$ cat src/rtl/fetch_pkg.sv
// Shared types and constants for the instruction fetch stage.
package fetch_pkg;

  typedef enum logic [1:0] {
    IDLE   = 2'd0,
    REQ    = 2'd1,
    CANCEL = 2'd2,
    DRAIN  = 2'd3
  } fetch_state_t;

  localparam int          OP_MSB   = 31;
  localparam int          OP_LSB   = 26;
  localparam logic [31:0] PC_STEP  = 32'd4;
  localparam logic [31:0] NOP_WORD = 32'h0000_0000;

  function automatic logic [31:0] align_word(input logic [31:0] addr);
    return addr & ~32'd3;
  endfunction

endpackage

$ cat src/rtl/fetch_skid_buf.sv
// Single-entry {pc, instr} holding buffer for a word fetched while IF/ID is stalled.
module fetch_skid_buf
  import fetch_pkg::*;
(
  input  logic        clk,
  input  logic        rst_n,
  input  logic        put,
  input  logic        take,
  input  logic        clear,
  input  logic [31:0] put_pc,
  input  logic [31:0] put_instr,
  output logic        full,
  output logic [31:0] pc,
  output logic [31:0] instr
);

  // clear wins over put so a redirect never leaves a stale word behind
  always_ff @(posedge clk or negedge rst_n) begin
    if (!rst_n) begin
      full  <= 1'b0;
      pc    <= 32'h0;
      instr <= NOP_WORD;
    end else if (clear) begin
      full <= 1'b0;
    end else if (put) begin
      full  <= 1'b1;
      pc    <= put_pc;
      instr <= put_instr;
    end else if (take) begin
      full <= 1'b0;
    end
  end

endmodule

$ cat src/rtl/fetch_unit.sv
// MIPS instruction fetch stage: PC, imem req/valid handshake and the IF/ID register.
// Optional performance counters are built when FETCH_PERF_CNT_EN is defined.
module fetch_unit
  import fetch_pkg::*;
#(
  parameter logic [31:0] RESET_PC  = 32'h0000_0000,
  parameter logic [31:0] NOP_INSTR = NOP_WORD
) (
  input  logic        clk_i,
  input  logic        rst_i,
  input  logic        stall_i,
  input  logic        flush_i,
  input  logic        branch_i,
  input  logic [31:0] branch_addr_i,
  output logic        imem_req_o,
  output logic [31:0] imem_addr_o,
  input  logic        imem_valid_i,
  input  logic [31:0] imem_data_i,
  output logic        valid_o,
  output logic [31:0] pc_o,
  output logic [31:0] pc_plus4_o,
  output logic [31:0] instr_o,
  output logic [5:0]  op_o
`ifdef FETCH_PERF_CNT_EN
  ,
  output logic [31:0] fetch_cnt_o,
  output logic [31:0] stall_cnt_o
`endif
);

  // Handshake: a request completes on a rising edge where imem_req_o and
  // imem_valid_i are both high; imem_addr_o is held until then.
  fetch_state_t state;
  logic [31:0]  pc;
  logic [31:0]  instr_q;
  logic [31:0]  target;
  logic [31:0]  pc_seq;
  logic         resp;
  logic         can_accept;
  logic         skid_put;
  logic         skid_take;
  logic         skid_full;
  logic [31:0]  skid_pc;
  logic [31:0]  skid_instr;
  logic         load_mem;
  logic         load_any;
  logic [31:0]  load_pc;
  logic [31:0]  load_instr;

  assign resp       = imem_req_o & imem_valid_i;
  assign can_accept = ~stall_i | ~valid_o;
  assign target     = align_word(branch_addr_i);
  assign pc_seq     = pc + PC_STEP;

  assign load_mem   = (state == REQ) & resp & ~branch_i & can_accept;
  assign skid_put   = (state == REQ) & resp & ~branch_i & ~can_accept;
  assign skid_take  = (state == DRAIN) & skid_full & ~branch_i & ~stall_i;
  assign load_any   = load_mem | skid_take;
  assign load_pc    = skid_take ? skid_pc : pc;
  assign load_instr = skid_take ? skid_instr : imem_data_i;

  fetch_skid_buf u_skid (
    .clk       (clk_i),
    .rst_n     (rst_i),
    .put       (skid_put),
    .take      (skid_take),
    .clear     (branch_i),
    .put_pc    (pc),
    .put_instr (imem_data_i),
    .full      (skid_full),
    .pc        (skid_pc),
    .instr     (skid_instr)
  );

  always_ff @(posedge clk_i or negedge rst_i) begin
    if (!rst_i) begin
      state       <= IDLE;
      pc          <= RESET_PC;
      imem_req_o  <= 1'b0;
      imem_addr_o <= RESET_PC;
    end else begin
      case (state)
        IDLE: begin
          state       <= REQ;
          imem_req_o  <= 1'b1;
          pc          <= branch_i ? target : pc;
          imem_addr_o <= branch_i ? target : pc;
        end
        REQ: begin
          if (branch_i) begin
            pc <= target;
            if (resp) imem_addr_o <= target;
            else      state       <= CANCEL;
          end else if (resp) begin
            pc <= pc_seq;
            if (can_accept) begin
              imem_addr_o <= pc_seq;
            end else begin
              state      <= DRAIN;
              imem_req_o <= 1'b0;
            end
          end
        end
        // old address stays on the bus until its response arrives and is dropped
        CANCEL: begin
          if (branch_i) pc <= target;
          if (resp) begin
            state       <= REQ;
            imem_addr_o <= branch_i ? target : pc;
          end
        end
        DRAIN: begin
          if (branch_i) begin
            pc          <= target;
            state       <= REQ;
            imem_req_o  <= 1'b1;
            imem_addr_o <= target;
          end else if (!stall_i) begin
            state       <= REQ;
            imem_req_o  <= 1'b1;
            imem_addr_o <= pc;
          end
        end
        default: begin
          state      <= IDLE;
          imem_req_o <= 1'b0;
        end
      endcase
    end
  end

  // IF/ID register; an unstalled cycle without a load leaves a bubble
  always_ff @(posedge clk_i or negedge rst_i) begin
    if (!rst_i) begin
      valid_o    <= 1'b0;
      instr_q    <= NOP_INSTR;
      pc_o       <= RESET_PC;
      pc_plus4_o <= RESET_PC + PC_STEP;
    end else if (flush_i) begin
      valid_o <= 1'b0;
      instr_q <= NOP_INSTR;
    end else if (load_any) begin
      valid_o    <= 1'b1;
      instr_q    <= load_instr;
      pc_o       <= load_pc;
      pc_plus4_o <= load_pc + PC_STEP;
    end else if (!stall_i) begin
      valid_o <= 1'b0;
      instr_q <= NOP_INSTR;
    end
  end

  assign instr_o = instr_q;
  assign op_o    = instr_q[OP_MSB:OP_LSB];

`ifdef FETCH_PERF_CNT_EN
  always_ff @(posedge clk_i or negedge rst_i) begin
    if (!rst_i) begin
      fetch_cnt_o <= 32'h0;
      stall_cnt_o <= 32'h0;
    end else begin
      if (load_any && !flush_i && fetch_cnt_o != 32'hFFFF_FFFF)
        fetch_cnt_o <= fetch_cnt_o + 32'd1;
      if (valid_o && stall_i && stall_cnt_o != 32'hFFFF_FFFF)
        stall_cnt_o <= stall_cnt_o + 32'd1;
    end
  end
`endif

endmodule

$ cat config.mk
export PLATFORM = sky130hd
export DESIGN_NAME = fetch_unit
export DESIGN_NICKNAME = d
export VERILOG_FILES = /design/src/rtl/fetch_pkg.sv /design/src/rtl/fetch_skid_buf.sv /design/src/rtl/fetch_unit.sv
export SDC_FILE = /design/constraint.sdc
export NUM_CORES = 1
export LEC_CHECK = 0
export ABC_AREA = 1
export CAP_MARGIN = 20
export CORE_MARGIN = 2
export CORE_UTILIZATION = 50
export CTS_CLUSTER_DIAMETER = 60
export DETAILED_ROUTE_END_ITERATION = 7
export PLACE_DENSITY = 0.77
export SLEW_MARGIN = 0
export SYNTH_ARGS = -nofsm -noshare
export SYNTH_HDL_FRONTEND = slang
export SYNTH_HIERARCHICAL = 1
export SYNTH_SLANG_ARGS = --single-unit
$ cat constraint.sdc
create_clock -name clk_i -period 3 [get_ports clk_i]
set_input_delay 0.6 -clock clk_i [delete_from_list [all_inputs] [get_ports clk_i]]
set_output_delay 0.6 -clock clk_i [all_outputs]
set_load 0.01 [all_outputs]
### Word level (Yosys, flattened, before mapping)

Cells that the tools add are included.

* reductions and logical operators: 9
* equality and inequality tests: 13
* $add $sub $neg: 2
* bitwise operators: 15
* mux-type cells: 37

Operator list (number)
* 2-to-1 mux 32 bit: 15
* case mux 32 bit (4 select lines): 1
* adder 32 x 3 -> 32 bit, second input constant: 2
* case mux 32 bit (2 select lines): 1
* != test 3 bit, second input constant: 5
* 2-to-1 mux 2 bit: 7
* 2-to-1 mux 1 bit: 11
* AND reduction 5 bit: 2
* AND 1 bit: 8
* != test 2 bit, second input constant: 4
* case mux 2 bit (4 select lines): 1
* nonzero test 3 bit: 2
* NOT 1 bit: 5
* equality test 2 bit, second input constant: 2
* AND reduction 2 bit: 2
* AND reduction 4 bit: 1
* != test 3 x 1 -> 1 bit, second input constant: 1
* case mux 1 bit (3 select lines): 1
* OR reduction 3 bit: 1
* equality test 2 x 1 -> 1 bit, second input constant: 1
* zero test 2 bit: 1
* bitwise OR 1 bit: 2

* word-level logic and storage cells: 87
* output and inout port bits: 136
* bits in registers: 229

### Logic depth before layout (Yosys ltp)

* depth after elaboration: 7
* gate-level depth with buffers: 16

### Hierarchy

The synthesis kept the hierarchy.

Modules (own cells, without submodules)
* fetch_unit: instances 1, seq. area each 4055.1 sq um, cells an instance 1166, area an instance 8861.0 sq um
* fetch_skid_buf: instances 1, seq. area each 1626.6 sq um, cells an instance 283, area an instance 2587.5 sq um

### Worst setup path before layout

OpenSTA, ideal clock, no wires.

* path type: in2reg
* start point: in branch_i
* end point: reg pc_plus4_o[20]
* cell stages on the path: 15
* data arrival time: 2180 ps
* slack: 692 ps
* cell sequence: buf_4 -> nor2_8 -> nand2_4 -> buf_2 -> nand2_1 -> o21ai_1 -> inv_1 -> ha_1 -> nand2_1 -> nor2_1 -> nand2_2 -> nor2_4 -> inv_2 -> o21bai_1 -> nand3_1

* cells in the longest elaborated chain, start to end: 5
* elaborated cells on any way between the ends: 9
* those cells by class: 1 x add/sub; 1 x mux; 6 x bitwise; 1 x reduce/logical

Ends and longest elaborated chain
* start, declared: RTL line fetch_unit.sv:13 `input logic branch_i,`
* NOT 1 bit (no line)
* AND 1 bit (2 in series): RTL line fetch_unit.sv:57 `assign skid_take = (state == DRAIN) & skid_full & ~branch_i & ~stall_i;`
* 2-to-1 mux 32 bit: RTL line fetch_unit.sv:59 `assign load_pc = skid_take ? skid_pc : pc;`
* via load_pc[2]: RTL line fetch_unit.sv:47 `logic [31:0] load_pc;`
* adder 32 x 3 -> 32 bit: RTL line fetch_unit.sv:146 `pc_plus4_o <= load_pc + PC_STEP;`
* end signal, assigned: RTL line fetch_unit.sv:138 `pc_plus4_o <= RESET_PC + PC_STEP;`
* end signal, assigned: RTL line fetch_unit.sv:146
* end, declared: RTL line fetch_unit.sv:21 `output logic [31:0] pc_plus4_o,`

The timed path passes the listed nets, and every way through them passes these cells.
A chain may end at the register's enable or synchronous reset.

### Final worst setup path

* start point: in branch_i
* end point: reg pc_plus4_o[22]

* cells in the longest elaborated chain, start to end: 5
* elaborated cells on any way between the ends: 9
* those cells by class: 1 x add/sub; 1 x mux; 6 x bitwise; 1 x reduce/logical

Ends and longest elaborated chain (RTL line)
* NOT 1 bit (no line) (*)
* AND 1 bit (on tied branches) (2 in series): fetch_unit.sv:57, fetch_unit.sv:55
* 2-to-1 mux 32 bit or bitwise OR 1 bit (tied branches): fetch_unit.sv:59, fetch_unit.sv:58
* adder 32 x 3 -> 32 bit or AND reduction 2 bit (tied branches)

Mark *: on every way between the ends. The rest lies on a longest branch, timed or not.

==> results.txt <==
----------------------------------------------------
[Cells and area]
  Fin area ... 14660 sq um
  Signed area change from the synthesized netlist to the final layout ... 28.09%
  Final nets ... between 1500 and 2000
  Diode insertion count for antenna repair ... 0
  Fraction of final layout cells with drive strength greater than 1 ... 0.08730

[Clock network]
  Number of sinks handled by clock tree synthesis ... about 230
  Setup repair bufs after CTS ... 0
  Reg clk slew, reported paths ... around 0.060 ns
  Maximum clock path buffer count ... 3
  PostCTS Resize Cnt ... 0
  Clock insertion delay at the later pin of the skew report ... 0.53 ns
  Number of buffers created by CTS ... 26
  Number of H-tree branching levels ... 1
  Hold Buf Count CTS ... 0
  TritonCTS clock tree ... done
  Buffer type at the clock tree root ... clkbuf_16

[Yosys]
  Post-synth design cell area ... 11450 sq um
  Post-synthesis adder-cell area fraction ... 0.002186
  Async S/R FF share, synth ... 1.000
  Cell accounting for the most synthesized area ... dfrtp_1
  Synth Area per Inst ... between 7 and 8 sq um
  Top area cells in the synthesized netlist ... dfrtp_1, nand2_1, nand3_1
  Post-synthesis mux area share ... 0.02798
  Share of the synthesized area in the top cell type ... 0.4940
  Leading register cell type out of synthesis ... dfrtp_1
  YS warnings ... 6
  Most used standard cell by instance count after synthesis ... nand2_1
  Sequential fraction of the synthesis area ... 0.4963
  Post-synthesis cell count ... 1449
  Post-synth cell types ... 39
  Count of flip-flops with a built-in enable after synthesis ... 0
  Simple-gate area share of the yosys netlist ... 0.3280
  Number of flip-flops and latches in the synthesized netlist ... between 200 and 250
  Xor and xnor fraction of the mapped netlist area ... 0.006885
  Largest family of logic cells by synthesized area ... simple AND/OR/NAND/NOR gates
  Post-Syn Nets ... 1521
  Compound-Gate Fraction of Synth Area ... 0.07421
  Synth top cells by count ... nand2_1, dfrtp_1, nand3_1

[Routing]
  Routed via count divided by cell count ... 5.402
  Drt pass-1 iters ... 5
  Routed len/inst ... 16.14 um
  Wire length after detailed routing ... ~31 mm
  Number of nets with antenna violations after detailed routing ... 0
  Initial drt markers ... 730
  Total via count in the routed design ... 10510
  Number of design rule violations left after detail routing ... 0

[Power]
  Pwr/cell area ... roughly 870 nW/um^2
  Max VDD drop ... 538.9 uV
  Static power due to leakage ... around 7 nW

[STA]
  Highest clock rate ... 0.4078 GHz
  RSZ-0062 raised after global routing ... false
  Slew of the pin with the lowest slew margin ... 0.7156 ns
  Worst-case headroom to the max-slew limit ... 0.5229
  Min Clock Period, post-route ... roughly 2.5 ns
  Number of hold violations in the final report ... 0
  Number of setup violations in the final report ... 0
  Worst clock skew ... 0.01588 ns
  Final hold slack ... 0.03908 ns
  Fin crit share ... 0.8174
  Minimum setup slack in the final design ... 0.5478 ns
  Number of max-slew violations in the final report ... 0
  Setup TNS ... 0 ns

[Place]
  Detailed placer's ending HPWL ... 21.99 mm
  Worst slack at placement ... 0.03857 ns
  Number of port buffers ... just over 200
  Final weighted congestion in routability-driven placement ... 0.8992
  Cell area after placement ... 13820 sq um

[Floorplan]
  # rows ... 55
  Die Span X ... 155.3 um
  Initial cell density of the core ... 0.5072
  Die Area ... about 24000 sq um
  Num ports ... 206
  Core area ... between 20000 and 25000 sq um
  Die Height ... about 160 um

[Outcome]
  Result of the run ... complete, no violations

[Global route]
  Grt total ovfl ... 0
  GRT Overall Usage ... 0.2631
  Pin count of the biggest net entering global routing ... 86
  Via count of the first global-routing pass ... 10270
  Wire length of the first global-routing pass ... 51.96 mm
  Number of antenna violations at the first check in global routing ... 0

[Worst setup path]
  Crit Path Category ... in -> reg
  Data required time of the critical path ... roughly 3.4 ns
  Kind of start point of the critical path ... input pin
  Maximum fanout along the worst path ... 75
  Critical path capture point type ... register
  Crit path DAT ... about 2.9 ns

[Hold path]
  Hold Path Class ... in -> async

[Flow run]
  Max Cap Viol ... 0

----------------------------------------------------
==> final timing paths <==
check | cells past startpoint | slack [ns] | from | to
min in group clk_i | 2 | 0.47 | u_skid/pc[31]$_DFFE_PN0P_ | u_skid/pc[31]$_DFFE_PN0P_
hold reg to reg | 2 | 0.47 | u_skid/pc[31]$_DFFE_PN0P_ | u_skid/pc[31]$_DFFE_PN0P_
max in group asynchronous | 2 | 2.00 | rst_i | pc_plus4_o[31]$_DFFE_PN0P_
setup reg to reg | 10 | 0.71 | state[0]$_DFFE_PN0P_ | pc_plus4_o[22]$_DFFE_PN0P_
hold / removal | 1 | 0.04 | rst_i | imem_addr_o[26]$_DFFE_PN0P_
setup / recovery | 10 | 0.55 | branch_i | pc_plus4_o[22]$_DFFE_PN0P_
==> power by group <==
part           internal [mW]  total, mW  switching, mW  leakage [nW]
Combinational           2.17       4.84           2.67          3.81
Clock                   1.86       3.10           1.24         0.418
Sequential              4.03       4.85          0.815          2.92
Total                   8.07       12.8           4.72          7.15
==> sequential cells by signal, summed over array words and instances, names as in the netlist <==
signal and cells:
u_skid/pc 32, u_skid/full 1, imem_req_o 1, pc 32
state 2, u_skid/instr 32, valid_o 1, instr_o 32
pc_o 32, pc_plus4_o 30, imem_addr_o 32
==> cell families after synthesis <==
logic type	count (synthesis)
AOI/OAI and AO/OA	158
xor gates and xnor gates	9
adders and majority gates	2
buffers and inverters	151
DFF	227
muxes	32
and+or+nand+nor	870
==> worst max-delay path, stage by stage <==
cell and delay, ns:
clkdlybuf4s50_1 0.59, nor2_8 0.08, nand2_4 0.09, buf_4 0.52
nand2_1 0.23, nand2_4 0.14, buf_12 0.26, nor2_1 0.10
nand3_1 0.09, nand3_1 0.07
==> placed cells by master, fill, tap and decap left out, types with 19 or more instances in the layout <==
master           synthesis  routed
o21ai_0                104     104
a21oi_1                 20      20
mux2i_1                 32      32
nand3_1                146     146
buf_4                   23      36
dfrtp_1                226     226
clkbuf_16                0      27
nand2_2                 20      19
nor3_1                  23      23
clkdlybuf4s50_1          0     202
nor2_1                  94      93
inv_1                   63      63
nand2_1                533     533
==> routing by layer <==
layer / global-route usage / wire, um
met5: 0 / 0
met4: 0.06466 / 540
met3: 0.03175 / 1959
met1: 0.3859 / 14360
met2: 0.4199 / 14550
==> stage by stage <==
stage | total power, mW | instances | util
final | 12.79 | 1946 | 0.6497
after global routing | 13.66 | 1946 | 0.6497
after CTS | 12.87 | 1946 | 0.6497
after detailed placement | 9.695 | 1898 | 0.6122
after global placement | 9.569 | 1898 | 0.6122
after floorplan | 7.258 | 1449 | -
==> layout make-up <==
type	instances	area, sq um
Fill cell	1928	7908
Sequential cell	227	5682
Multi-Input combinational cell	1071	5041
Timing Repair Buffer	248	2487
Clock buffer	41	778.2
Tap cell	285	356.6
Inverter	67	251.5
Clock inverter	7	67.56
No activity file was read; power rests on OpenSTA's default activity.
